File: src/rtl/wb_capture_stage.sv
// rtl/wb_capture_stage.sv - writeback capture stage: 2-entry skid FIFO plus per-source result counters
module wb_capture_stage #(
  parameter int DATA_W = 32,
  parameter int RD_W   = 3,
  parameter int CNT_W  = 16
) (
  input  logic              clk,
  input  logic              reset_n,
  input  logic              in_valid,
  output logic              in_ready,
  input  logic [DATA_W-1:0] in_data,
  input  logic [1:0]        in_sel,
  input  logic [RD_W-1:0]   in_rd,
  output logic              out_valid,
  input  logic              out_ready,
  output logic [DATA_W-1:0] out_data,
  output logic [1:0]        out_sel,
  output logic [RD_W-1:0]   out_rd,
  output logic [1:0]        occupancy,
  input  logic              cnt_clr,
  input  logic [1:0]        cnt_sel,
  output logic [CNT_W-1:0]  cnt_value
);

  logic              r_in_ready;
  logic [1:0]        r_occ;
  logic [DATA_W-1:0] r_head_data, r_tail_data;
  logic [1:0]        r_head_sel, r_tail_sel;
  logic [RD_W-1:0]   r_head_rd, r_tail_rd;
  logic [CNT_W-1:0]  r_cnt [4];

  logic       w_push;
  logic       w_enq;
  logic       w_pop;
  logic [1:0] w_occ_nxt;

  // Writes to the zero register complete the handshake but never occupy a slot.
  assign w_push = in_valid & r_in_ready;
  assign w_enq  = w_push & (in_rd != '0);
  assign w_pop  = (r_occ != 2'd0) & out_ready;

  always_comb begin
    w_occ_nxt = r_occ;
    case ({w_enq, w_pop})
      2'b10:   w_occ_nxt = r_occ + 2'd1;
      2'b01:   w_occ_nxt = r_occ - 2'd1;
      default: w_occ_nxt = r_occ;
    endcase
  end

  always_ff @(posedge clk) begin
    if (!reset_n) begin
      r_in_ready  <= 1'b0;
      r_occ       <= 2'd0;
      r_head_data <= '0;
      r_head_sel  <= '0;
      r_head_rd   <= '0;
      r_tail_data <= '0;
      r_tail_sel  <= '0;
      r_tail_rd   <= '0;
      for (int i = 0; i < 4; i++) r_cnt[i] <= '0;
    end else begin
      r_in_ready <= (w_occ_nxt != 2'd2);
      r_occ      <= w_occ_nxt;

      if ((r_occ == 2'd2) && w_pop) begin
        r_head_data <= r_tail_data;
        r_head_sel  <= r_tail_sel;
        r_head_rd   <= r_tail_rd;
      end else if (w_enq && ((r_occ == 2'd0) || ((r_occ == 2'd1) && w_pop))) begin
        r_head_data <= in_data;
        r_head_sel  <= in_sel;
        r_head_rd   <= in_rd;
      end

      if (w_enq && (r_occ == 2'd1) && !w_pop) begin
        r_tail_data <= in_data;
        r_tail_sel  <= in_sel;
        r_tail_rd   <= in_rd;
      end

      // Clear wins over a same-edge increment; counters stick at all-ones.
      if (cnt_clr) begin
        for (int i = 0; i < 4; i++) r_cnt[i] <= '0;
      end else if (w_push && (r_cnt[in_sel] != '1)) begin
        r_cnt[in_sel] <= r_cnt[in_sel] + 1'b1;
      end
    end
  end

  assign in_ready  = r_in_ready;
  assign out_valid = (r_occ != 2'd0);
  assign out_data  = r_head_data;
  assign out_sel   = r_head_sel;
  assign out_rd    = r_head_rd;
  assign occupancy = r_occ;
  assign cnt_value = r_cnt[cnt_sel];

endmodule

File: config.mk
export PLATFORM = sky130hd
export DESIGN_NAME = wb_capture_stage
export DESIGN_NICKNAME = d
export VERILOG_FILES = /design/src/rtl/wb_capture_stage.sv
export SDC_FILE = /design/constraint.sdc
export NUM_CORES = 1
export LEC_CHECK = 0
export CAP_MARGIN = 30
export CORE_AREA = 8 8 132 134
export CTS_CLUSTER_SIZE = 8
export DETAILED_ROUTE_END_ITERATION = 10
export DIE_AREA = 0 0 140 142
export PLACE_DENSITY = 0.8
export RECOVER_POWER = 100
export SLEW_MARGIN = 20
export SYNTH_ARGS = -nofsm -noshare
export SYNTH_HDL_FRONTEND = slang
export SYNTH_SLANG_ARGS = --single-unit
File: constraint.sdc
create_clock -name clk -period 2.6 [get_ports clk]
set_input_delay 0.26 -clock clk [delete_from_list [all_inputs] [get_ports clk]]
set_output_delay 0.26 -clock clk [all_outputs]
set_load 0.01 [all_outputs]
* Word-level counts from Yosys, hierarchy flattened
Memory sizes are Yosys's and may differ from the RTL's.
Cells that the tools add are included.
** Operators by class
- Bitwise operators :: 7
- Equality and inequality tests :: 6
- Reduce and logical (&&, ||, !) cells :: 13
- Mux-type cells :: 22
- Add/sub/neg operators :: 3
** Operators by type and width (count)
- $mux 16 :: 5
- $mux 32 :: 2
- $add 16x1->16 const B :: 1
- $ne 16x16->1 const B :: 1
- $reduce_or 16->1 :: 1
- $mux 1 :: 9
- $logic_and 1x1->1 :: 6
- $mux 2 :: 3
- $mux 3 :: 2
- $eq 2x1->1 const B :: 2
- $eq 2x2->1 const B :: 2
- $or 1x1->1 :: 4
- $pmux 2 s2 :: 1
- $reduce_bool 2->1 :: 2
- $and 1x1->1 :: 3
- $reduce_bool 3->1 :: 1
- $add 2x1->2 const B :: 1
- $logic_not 2->1 :: 1
- $ne 2x2->1 const B :: 1
- $sub 2x1->2 const B :: 1
- $logic_not 1->1 :: 1
- $logic_or 1x1->1 :: 1
** Storage, ports and cells
- Memories :: 1
- Logic and storage cells :: 60
- Flip-flop bits (word level) :: 77
- Input port bits :: 44
- Output and inout port bits :: 57
- Memory bits (writable) :: 64
** Memory list
- r_cnt :: words 4, width 16, read ports 2, clocked after memory_dff 0, write ports 4, RTL line 30 : logic [CNT_W-1:0] r_cnt [4];

* Longest topological paths before layout
An unclocked memory read counts as a cell.
- Depth in word-level cells :: 9
- Mapped depth :: 10
- Depth with buffers taken out :: 9

* Worst setup path before layout
Ideal clock, no wire load.
- Path kind :: input-to-reg
- Start :: in in_sel[0]
- End :: mem r_cnt[0][0], enable pin
- Data arrival time :: 2.403 ns
- Setup time :: 0.372 ns
- Data required time :: 2.228 ns
- Setup slack :: -0.174 ns
- Buffers on the path :: 4
- Cell stages on the path :: 10
- Cells stage by stage :: buf_6 -> buf_4 -> mux4_2 -> ha_1 -> nand3_2 -> nor4_4 -> a21o_1 -> buf_6 -> buf_8 -> nand2_1
** RTL lines
- from (decl) :: RTL line 12 : input logic [1:0] in_sel,
- to (decl) :: RTL line 30

==> results.py <==
metrics = {
    "floorplanning": {
        "die_area_um2": 19900,
        "num_rows": 46,
        "fp.coreArea_um2": 15400,
        "initial_core_util": 0.437,
        "io_pins": 101,
        "die_y_um": 142,
        "die_x_um": 140,
    },
    "flow_run": {
        "drv_cap": 0,
    },
    "setup_path": {
        "reg2reg_slack_ps": 270,
        "endpoint_kind": "register",
        "reg2reg_to": "r_cnt[0][6]",
        "worstRegToRegCells": 7,
        "slowest_delay_ps": 630,
        "timing.critical_path.slowest_stage_cell": "mux4_1",
        "cp_cell_sequence": "clkdlybuf4s50_1, buf_4, mux4_1, nand3_2, nor4_4, a21o_1, nand2_2, clkbuf_4",
        "crit_start": "in_sel[0]",
        "critPathArrivalTime_ps": 2570,
        "crit_end": "r_cnt[0][6]",
        "worstReg2RegStart": "r_cnt[2][1]",
        "critPathLaunchType": "primary input",
        "required_ps": 2690,
        "critPathMaxFanout": 16,
        "path_class": "primary input to register",
    },
    "status": {
        "status": "finished clean",
    },
    "yosys": {
        "synth_fp_nets": 676,
        "yosys.area.top_type_share": 0.285,
        "ys_warn_count": 0,
        "synthDistinctLibCells": 39,
        "synthCells": 626,
        "yosys-top-cells-area": "edfxtp_1, dfxtp_1, mux4_2, nand2_1, nand3_1",
        "avgSynthCellArea_um2": 10.8,
        "ys_async_sr_fraction": 0,
        "synth-edff-count": 64,
        "yosysMostFrequentCell": "nand2_1",
        "synth-seq-cells": 141,
        "synth_top_area_cell": "edfxtp_1",
        "yosys-top-cells-count": "nand2_1, nand3_1, dfxtp_1",
        "yosysSeqAreaShare": 0.513,
        "synthesis.area_um2": 6750,
        "synthFlopType": "dfxtp_1",
    },
    "power_and_ir_drop": {
        "vdd_drop_max_mv": 0.495,
        "powerDensity_nw_per_um2": 644,
        "leakage_uw": 0.00364,
    },
    "grt": {
        "grt_pass1_vias": 5113,
        "grt_usage": 0.170,
        "grt_pass1_wl_mm": 26.6,
        "antenna_found_initial": 0,
        "grt-ovfl-total": 0,
        "grt_max_degree": 78,
    },
    "sta": {
        "rsz0062_at_grt": "false",
        "drv_slew": 0,
        "setup_violations": 0,
        "finalClockSkew_ps": 9.57,
        "max_freq_mhz": 403,
        "finalCritPeriodShare": 0.955,
        "tns_ps": 0,
        "worstMarginPinSlew_ps": 779,
        "relSlewSlack": 0.480,
        "finalCriticalPeriod_ps": 2480,
        "hold_viol": 0,
    },
    "finish": {
        "fin_util": 0.566,
        "layout-drive-gt1-share": 0.158,
        "syn2layout_area_growth_pct": 29.5,
        "nNetsFinal": 801,
        "antenna_cells": 0,
    },
    "clock_network": {
        "postCtsSetupRepairBufs": 0,
        "cts.clk_slew.worst_paths_ps": 60,
        "htree_levels": 4,
        "cts_sinks": 141,
        "insertion_delay_ps": 420,
        "cts_resized": 0,
        "ctsHoldBuffers": 0,
        "cts_buffers": 17,
        "clk_path_buf_depth": 2,
        "cts_tree": "yes",
        "cts-root-buf": "clkbuf_16",
    },
    "detailed_routing": {
        "viasPerCell": 5.40,
        "drc": 0,
        "drtIter0Drc": 423,
        "drtPass1Iterations": 4,
        "vias": 5167,
        "finalWirelength_mm": 16.5,
        "ant_nets": 0,
        "wl_per_cell_um": 17.3,
    },
    "place": {
        "port_buffers": 100,
        "gp_congestion": 0.778,
        "post-dp-hpwl_mm": 11.0,
    },
    "min_path": {
        "hp-class": "primary input to register",
    },
}
-- placed cells by master, fill, tap and decap left out, drive strengths merged, types with 5 or more instances in the layout --
cell type	instances
a21boi	38
a21o	5
buf	43
clkbuf	38
clkdlybuf4s50	58
dfxtp	77
dlygate4sd3	41
edfxtp	64
ha	6
inv	10
mux4	32
nand2	121
nand3	80
nor2	70
o211a	37
xnor2	13
-- sequential cells by signal, indices dropped and copies added (netlist names) --
register,count
r_tail_rd,3
r_tail_data,32
in_ready,1
r_cnt,64
r_tail_sel,2
out_rd,3
out_sel,2
occupancy,2
out_data,32
-- cell families after synthesis --
| kind of cell | share of synthesized area |
|---|---|
| adders and majority gates | 0.0111 |
| and+or+nand+nor | 0.194 |
| buffers and inverters | 0.0449 |
| DFF | 0.513 |
| AOI/OAI and AO/OA | 0.108 |
| xor gates and xnor gates | 0.0182 |
| muxes | 0.110 |
-- cell type report --
type | instances | area, µm²
Inverter | 7 | 26.3
Clock inverter | 8 | 101
Sequential cell | 141 | 3460
Clock buffer | 24 | 503
Tap cell | 192 | 240
Timing Repair Buffer | 156 | 1410
Fill cell | 1305 | 6690
Multi-Input combinational cell | 428 | 2990
-- worst max-delay path, delay by kind of cell --
kind	cells	cell delay [ps]
multiplexers	1	630
buffers and inverters	3	1100
AO/OA/AOI/OAI	1	200
AND/OR/NAND/NOR	3	360
-- through the flow --
stage	area [µm²]	setup slack [ps]	total power (µW)	hold WS [ps]	instances
floorplan	6760	20.1	2860	405	626
global placement	8240	-132	3240	452	924
detailed placement	8240	-202	3250	458	924
CTS	8840	227	5730	404	956
global route	8740	54.7	5830	422	956
finish	8740	117	5630	431	956
-- power breakdown --
part	total [µW]	switching (µW)	internal, µW
clock network	2460	915	1550
logic	686	321	364
registers	2480	55.1	2420
total	5630	1290	4340
-- worst min-delay path by stage --
stage	slack, ps	cells after the start	startpoint	to
finish	430	3	in_data[18]	r_tail_data[18]
global route	420	3	in_data[22]	r_tail_data[22]
CTS	400	3	in_data[1]	r_tail_data[1]
detailed placement	460	2	r_tail_data[7]	r_tail_data[7]
global placement	450	2	r_tail_data[4]	r_tail_data[4]
floorplan	400	2	in_data[0]	r_tail_data[0]
-- routing by layer --
| layer | global-route usage | up-vias | wire, µm |
|---|---|---|---|
| li1 | - | 2500 | - |
| met1 | 0.203 | 2472 | 7080 |
| met4 | 0.0537 | 0 | 213 |
| met5 | 0 | - | 0 |
| met3 | 0.0651 | 21 | 1280 |
| met2 | 0.279 | 174 | 7930 |
Power figures use the tool's default switching activity.
==> RTL change 1: new RTL, same flow settings <==
Change the parameter `CNT_W` from 16 to 20.
--- a/src/rtl/wb_capture_stage.sv
+++ b/src/rtl/wb_capture_stage.sv
@@ -2,7 +2,7 @@
 module wb_capture_stage #(
   parameter int DATA_W = 32,
   parameter int RD_W   = 3,
-  parameter int CNT_W  = 16
+  parameter int CNT_W  = 20
 ) (
   input  logic              clk,
   input  logic              reset_n,
Ports: changed (resized cnt_value); port bits go from 101 to 105. The function was not compared with the original's and may differ.
==> RTL change 1 against the unedited design <==
- sequential share of layout area up 0.62 points
- sequential cell count up 16
- die area unchanged
- sequential power up 12%
- worst setup slack worse by 0.0055 ns
- area after synthesis up 12%
- cell area up 12%
- power up 5.7%
- non-clock buffer count up 15
- combinational power up 9.0%
- routed wire length up 16%
- register-to-register slack worse by 0.09 ns
- first-iteration DRC count up 17%
- critical path type is now primary input to output pin
- critical endpoint is now cnt_value[5]
- largest cell class unchanged
- highest routed layer is now met5
==> RTL change 1: results (changes against the unedited design) <==
* Iter 0 DRT Violations at 496 (was 423)
* Clk_skew at 0.009774 ns (was 0.009575 ns)
* Total number of vias at 6039 (was 5167)
* Post-layout nets at 886 (was 801)
* DP HPWL at 12910 um (was 10990 um)
* Max reg flops at 80 (was 64)
* Post-synth top cells: 132 x nand2_1, 85 x nand3_1, 80 x edfxtp_1 (was 121 x nand2_1, 78 x nand3_1, 77 x dfxtp_1)
* Initial DRT Pass Iterations at 5 (was 4)
* Routability cong. at 0.8452 (was 0.7779)
* DP Worst Slack at -0.2038 ns (was -0.2021 ns)
* Leakage at 3.982 nW (was 3.637 nW)
* Sequential share of the synthesized area at 52.32% (was 51.34%)
* Reg2reg setup slack at 0.18 ns (was 0.27 ns)
* Slew Limit Headroom at 43.21% (was 48.04%)
* Worst R2R Path Depth at 8 (was 7)
* Gr usage total at 19.61% (was 17.00%)
* Worst Path Max Fanout at 20 (was 16)
* Period minus WS final at 2.488 ns (was 2.483 ns)
* Worst setup path start: cnt_sel[0] (was in_sel[0])
* Capture point of the worst path: cnt_value[5] (was r_cnt[0][6])
* CTS Buf Count at 17 (unchanged)
* Critical R2R Capture: r_cnt[1][12] (was r_cnt[0][6])
* Worst R2R Start: r_cnt[3][0] (was r_cnt[2][1])
* Distinct cell type count after synthesis at 40 (was 39)
* Syn Nets at 747 (was 676)
* Vias in the first global route at 6168 (was 5113)
* Initial antenna violation count at 1 (was 0)
* Worst IR Drop VDD at 418.0 uV (was 495.2 uV)
* Status: completed (unchanged)
* Count of flip-flops with a built-in enable after synthesis at 80 (was 64)
* Worst path slowest cell: dlygate4sd3_1 (was mux4_1)
* Wire length per cell at 18.43 um (was 17.26 um)
* Synth area leaders: edfxtp_1 32%, dfxtp_1 20%, mux4_2 12% (was edfxtp_1 28%, dfxtp_1 23%, mux4_2 9.7%)
* Number of port buffers at 104 (was 100)
* First-pass GRT wire length at 30860 um (was 26630 um)
==> RTL change 1: cell type report <==
| class | instances | area [um2] | area share (%) |
|---|---|---|---|
| clock inverters | 13 | 141.4 | 1.443 |
| repair buffers | 171 | 1587 | 16.20 |
| multi-input cells | 483 | 3428 | 35.00 |
| flip-flops and latches | 157 | 3944 | 40.26 |
| inverters | 6 | 22.52 | 0.2299 |
| clock buffers | 19 | 432.9 | 4.419 |
| well taps | 192 | 240.2 | 2.452 |
==> RTL change 1: worst max-delay path, delay by kind of cell <==
kind / cells / cell delay [ns]
buffers and inverters: 3 / 1.37
multiplexers: 1 / 0.59
==> RTL change 1: metal layers <==
metal  vias up  global-route usage (%)  routed length, um
li1       2827                       -                  -
met1      2946                   22.03               7515
met2       219                   33.54               9489
met3        45                   7.045               1699
met4         2                   7.829                475
met5         -                       0                  9
==> RTL change 1: kinds of logic (layout without fill, tap and decap cells) <==
family | Yosys count | count (layout) | synth area share, %
flip-flops | 157 | 157 | 52.32
adder cells (fa/ha/maj) | 6 | 6 | 0.9960
XOR/XNOR | 14 | 14 | 1.627
multiplexers | 41 | 41 | 12.08
AND/OR/NAND/NOR | 315 | 315 | 18.59
buffers and inverters | 57 | 209 | 3.154
AO/OA/AOI/OAI | 107 | 107 | 11.22
==> RTL change 1: where the power goes <==
group          switching, W  internal [W]  total, W
Combinational      0.000361      0.000387  0.000748
Clock               0.00101       0.00142   0.00243
Sequential        0.0000586       0.00271   0.00277
Total               0.00143       0.00452   0.00595
==> RTL change 1: worst min-delay path by stage <==
| stage | from | end | slack (ns) |
|---|---|---|---|
| 3_5_place_dp | r_tail_data[29] | r_tail_data[29] | 0.46 |
| 6_report | in_data[16] | r_tail_data[16] | 0.42 |
| 2_1_floorplan | in_data[0] | r_tail_data[0] | 0.40 |
| 5_1_grt | in_data[11] | r_tail_data[11] | 0.43 |
| 3_3_place_gp | r_tail_data[19] | r_tail_data[19] | 0.45 |
| 4_1_cts | in_data[16] | r_tail_data[16] | 0.41 |
==> RTL change 1: per-stage QoR <==
stage | instances | TNS [ns] | util, % | instance area, um2
4_1_cts | 1041 | 0 | 63.92 | 9859
6_report | 1041 | 0 | 63.51 | 9796
3_3_place_gp | 1009 | -17.48 | 60.20 | 9285
2_1_floorplan | 697 | 0 | - | 7642
5_1_grt | 1041 | 0 | 63.51 | 9796
3_5_place_dp | 1009 | -24.97 | 60.20 | 9285
==> RTL change 2: new RTL, same flow settings <==
Without the edit above. Reset style: asynchronous (`reset_n`), changed in one clocked block.
--- a/src/rtl/wb_capture_stage.sv
+++ b/src/rtl/wb_capture_stage.sv
@@ -48,7 +48,7 @@
     endcase
   end
 
-  always_ff @(posedge clk) begin
+  always_ff @(posedge clk or negedge reset_n) begin
     if (!reset_n) begin
       r_in_ready  <= 1'b0;
       r_occ       <= 2'd0;
Behaviour: differs if reset_n is asserted again (counterexample within 4 cycles, from zero or initial values and one cycle with reset_n low); with reset_n held inactive, the same outputs for 4 cycles.
==> RTL change 2 against the unedited design <==
- non-clock buffer count shrank 6
- sequential share of layout area is 0.15 points lower
- global-route usage is 0.80 points higher
- fmax down 0.21%
- worst setup slack worse by 0.0053 ns
- sequential cell count is the same
- area after synthesis rose by 3.5%
- the run now ends with max-capacitance violations, max-slew violations left
- routed wire length up 3.7%
- synthesized cell count decreased by 8.5%
- cell area increased by 2.3%
Power is not compared: it rests on default switching activity, and its combinational part moved more than twofold at a synthesized area within 25%.
==> RTL change 2: results (changes against the unedited design) <==
* Critical R2R Capture: r_cnt[28] (was r_cnt[0][6])
* Hold_sp: cnt_clr (was in_data[18])
* Gr usage total at 17.81% (was 17.00%)
* Worst R2R Start: r_cnt[48] (was r_cnt[2][1])
* Total number of vias at 5031 (was 5167)
* Max-cap violations at 1 (was 0)
* Failing checks: max-capacitance violations, max-slew violations
* Status: finished, violations left (was completed)
* DP Worst Slack at -0.4184 ns (was -0.2021 ns)
* Synth area leaders: dfrtp_1 51%, mux2i_1 8.8%, mux4_2 8.7% (was edfxtp_1 28%, dfxtp_1 23%, mux4_2 9.7%)
* Post-synth top cells: 141 x dfrtp_1, 108 x nor2_1, 61 x mux2i_1 (was 121 x nand2_1, 78 x nand3_1, 77 x dfxtp_1)
* Initial DRT Pass Iterations at 7 (was 4)
* Max Slew Vio Count at 81 (was 0)
* Iter 0 DRT Violations at 287 (was 423)
* Worst-Skew Late Latency at about 0.43 ns
* First-pass GRT wire length at 28060 um (was 26630 um)
* Worst IR Drop VDD at roughly 900 uV
* M3 GR Usage at 7.380% (was 6.508%)
* Hold EP: r_cnt[25] (was r_tail_data[18])
* Worst hold stages at 2 (was 3)
* Worst hold slack at 0.3448 ns (was 0.4312 ns)
* Routability cong. at 0.8347 (was 0.7779)
* Reg2reg setup slack at 0.20 ns (was 0.27 ns)
* Hold Crit Class: primary input to flip-flop (unchanged)
* Met1 Use GR at 20.85% (was 20.29%)
* Layout fillers at 1263 (was 1305)
* Largest net degree at the start of global routing at 82 (was 78)
* Syn Nets at 623 (was 676)
* Top reg by flops: r_cnt (unchanged)
* Critical Path AT at 2.23 ns (was 2.57 ns)
* Worst R2R Path Depth at 9 (was 7)
* Sequential share of the synthesized area at 50.56% (was 51.34%)
* Most common flop cell mapped by yosys: dfrtp_1 (was dfxtp_1)
* Async SR Flop Fraction at 100.0% (was 0%)
* Distinct cell type count after synthesis at 37 (was 39)
* Clk_skew at 0.009016 ns (was 0.009575 ns)
* Slew @ Worst Pin at 1.821 ns (was 0.7793 ns)
* Post-layout nets at 749 (was 801)
* Worst Path Max Fanout at 16 (unchanged)
* Vias in the first global route at 5400 (was 5113)
* Met2 Use GR at 28.97% (was 27.89%)
* Share of cells above drive strength 1 at 21.21% (was 15.84%)
* DP HPWL at 12100 um (was 10990 um)
* Wire length per cell at 18.92 um (was 17.26 um)
[RTL change 2: cell count changes in the layout (fill, tap and decap cells not counted), sizes merged, moves of 38 or more]
cell and delta:
edfxtp -64, a211oi +40, mux2i +60, nor2 +38, nand3 -75, dfxtp -77
a21boi -38, dfrtp +141, nand2 -106
[RTL change 2: logic make-up after synthesis]
| family | synth area share, % |
|---|---|
| adders and majority gates | 1.076 |
| DFF | 50.56 |
| and+or+nand+nor | 8.804 |
| muxes | 25.32 |
| buffers and inverters | 4.232 |
| xor gates and xnor gates | 2.134 |
| AOI/OAI and AO/OA | 7.872 |
[RTL change 2: how the worst max path moves through the flow]
| stage | slack (ns) | cells after the start | from | end |
|---|---|---|---|---|
| final | 0.11 | 4 | cnt_sel[0] | cnt_value[2] |
| after global routing | 0.03 | 4 | cnt_sel[0] | cnt_value[15] |
| after CTS | 0.01 | 10 | in_sel[0] | r_cnt[28] |
| after detailed placement | -0.42 | 9 | in_sel[0] | r_cnt[39] |
| after global placement | -0.34 | 8 | in_sel[0] | r_cnt[31] |
| after floorplan | 0.02 | 13 | in_sel[0] | r_cnt[21] |
[RTL change 2: layer usage]
metal | vias up | share of wire, %
met1 | 2519 | 41
met3 | 27 | 8.4
met4 | 0 | 1.9
li1 | 2324 | -
met5 | - | 0
met2 | 161 | 48
[RTL change 2: worst max-delay path, stage by stage]
cell             delay, ns
clkdlybuf4s50_1       0.47
clkbuf_4              0.38
mux4_2                0.61
clkdlybuf4s50_1       0.51
[RTL change 2: repair_timing]
action                                  CTS  global route
resized for setup                         0             5
hold endpoints to repair                 80             0
hold buffers                              1             0
endpoints found under the setup margin    0            63
[RTL change 2: stage by stage]
stage                     TNS [ns]  instance area (um2)  cells
after floorplan                  0                 6980    573
after global placement      -17.34                 8374    870
after detailed placement    -21.76                 8402    871
after CTS                        0                 8996    904
after global routing             0                 8934    904
final                            0                 8934    904
[RTL change 2: final cells by class]
cell class	instances	area, um2	share of cell area [%]
clock inverters	14	145.1	1.625
well taps	192	240.2	2.689
clock buffers	18	439.2	4.916
inverters	6	22.52	0.2521
repair buffers	150	1393	15.59
multi-input cells	383	3166	35.43
flip-flops and latches	141	3528	39.50
[RTL change 2: power groups by stage]
stage	sequential [W]	clock (W)	combinational [W]
after global routing	0.00334	0.00255	0.00272
after detailed placement	0.00329	0	0.00269
after global placement	0.00324	0	0.00258
after CTS	0.00327	0.00246	0.00271
after floorplan	0.00333	0	0.00134
final	0.00326	0.00242	0.00248
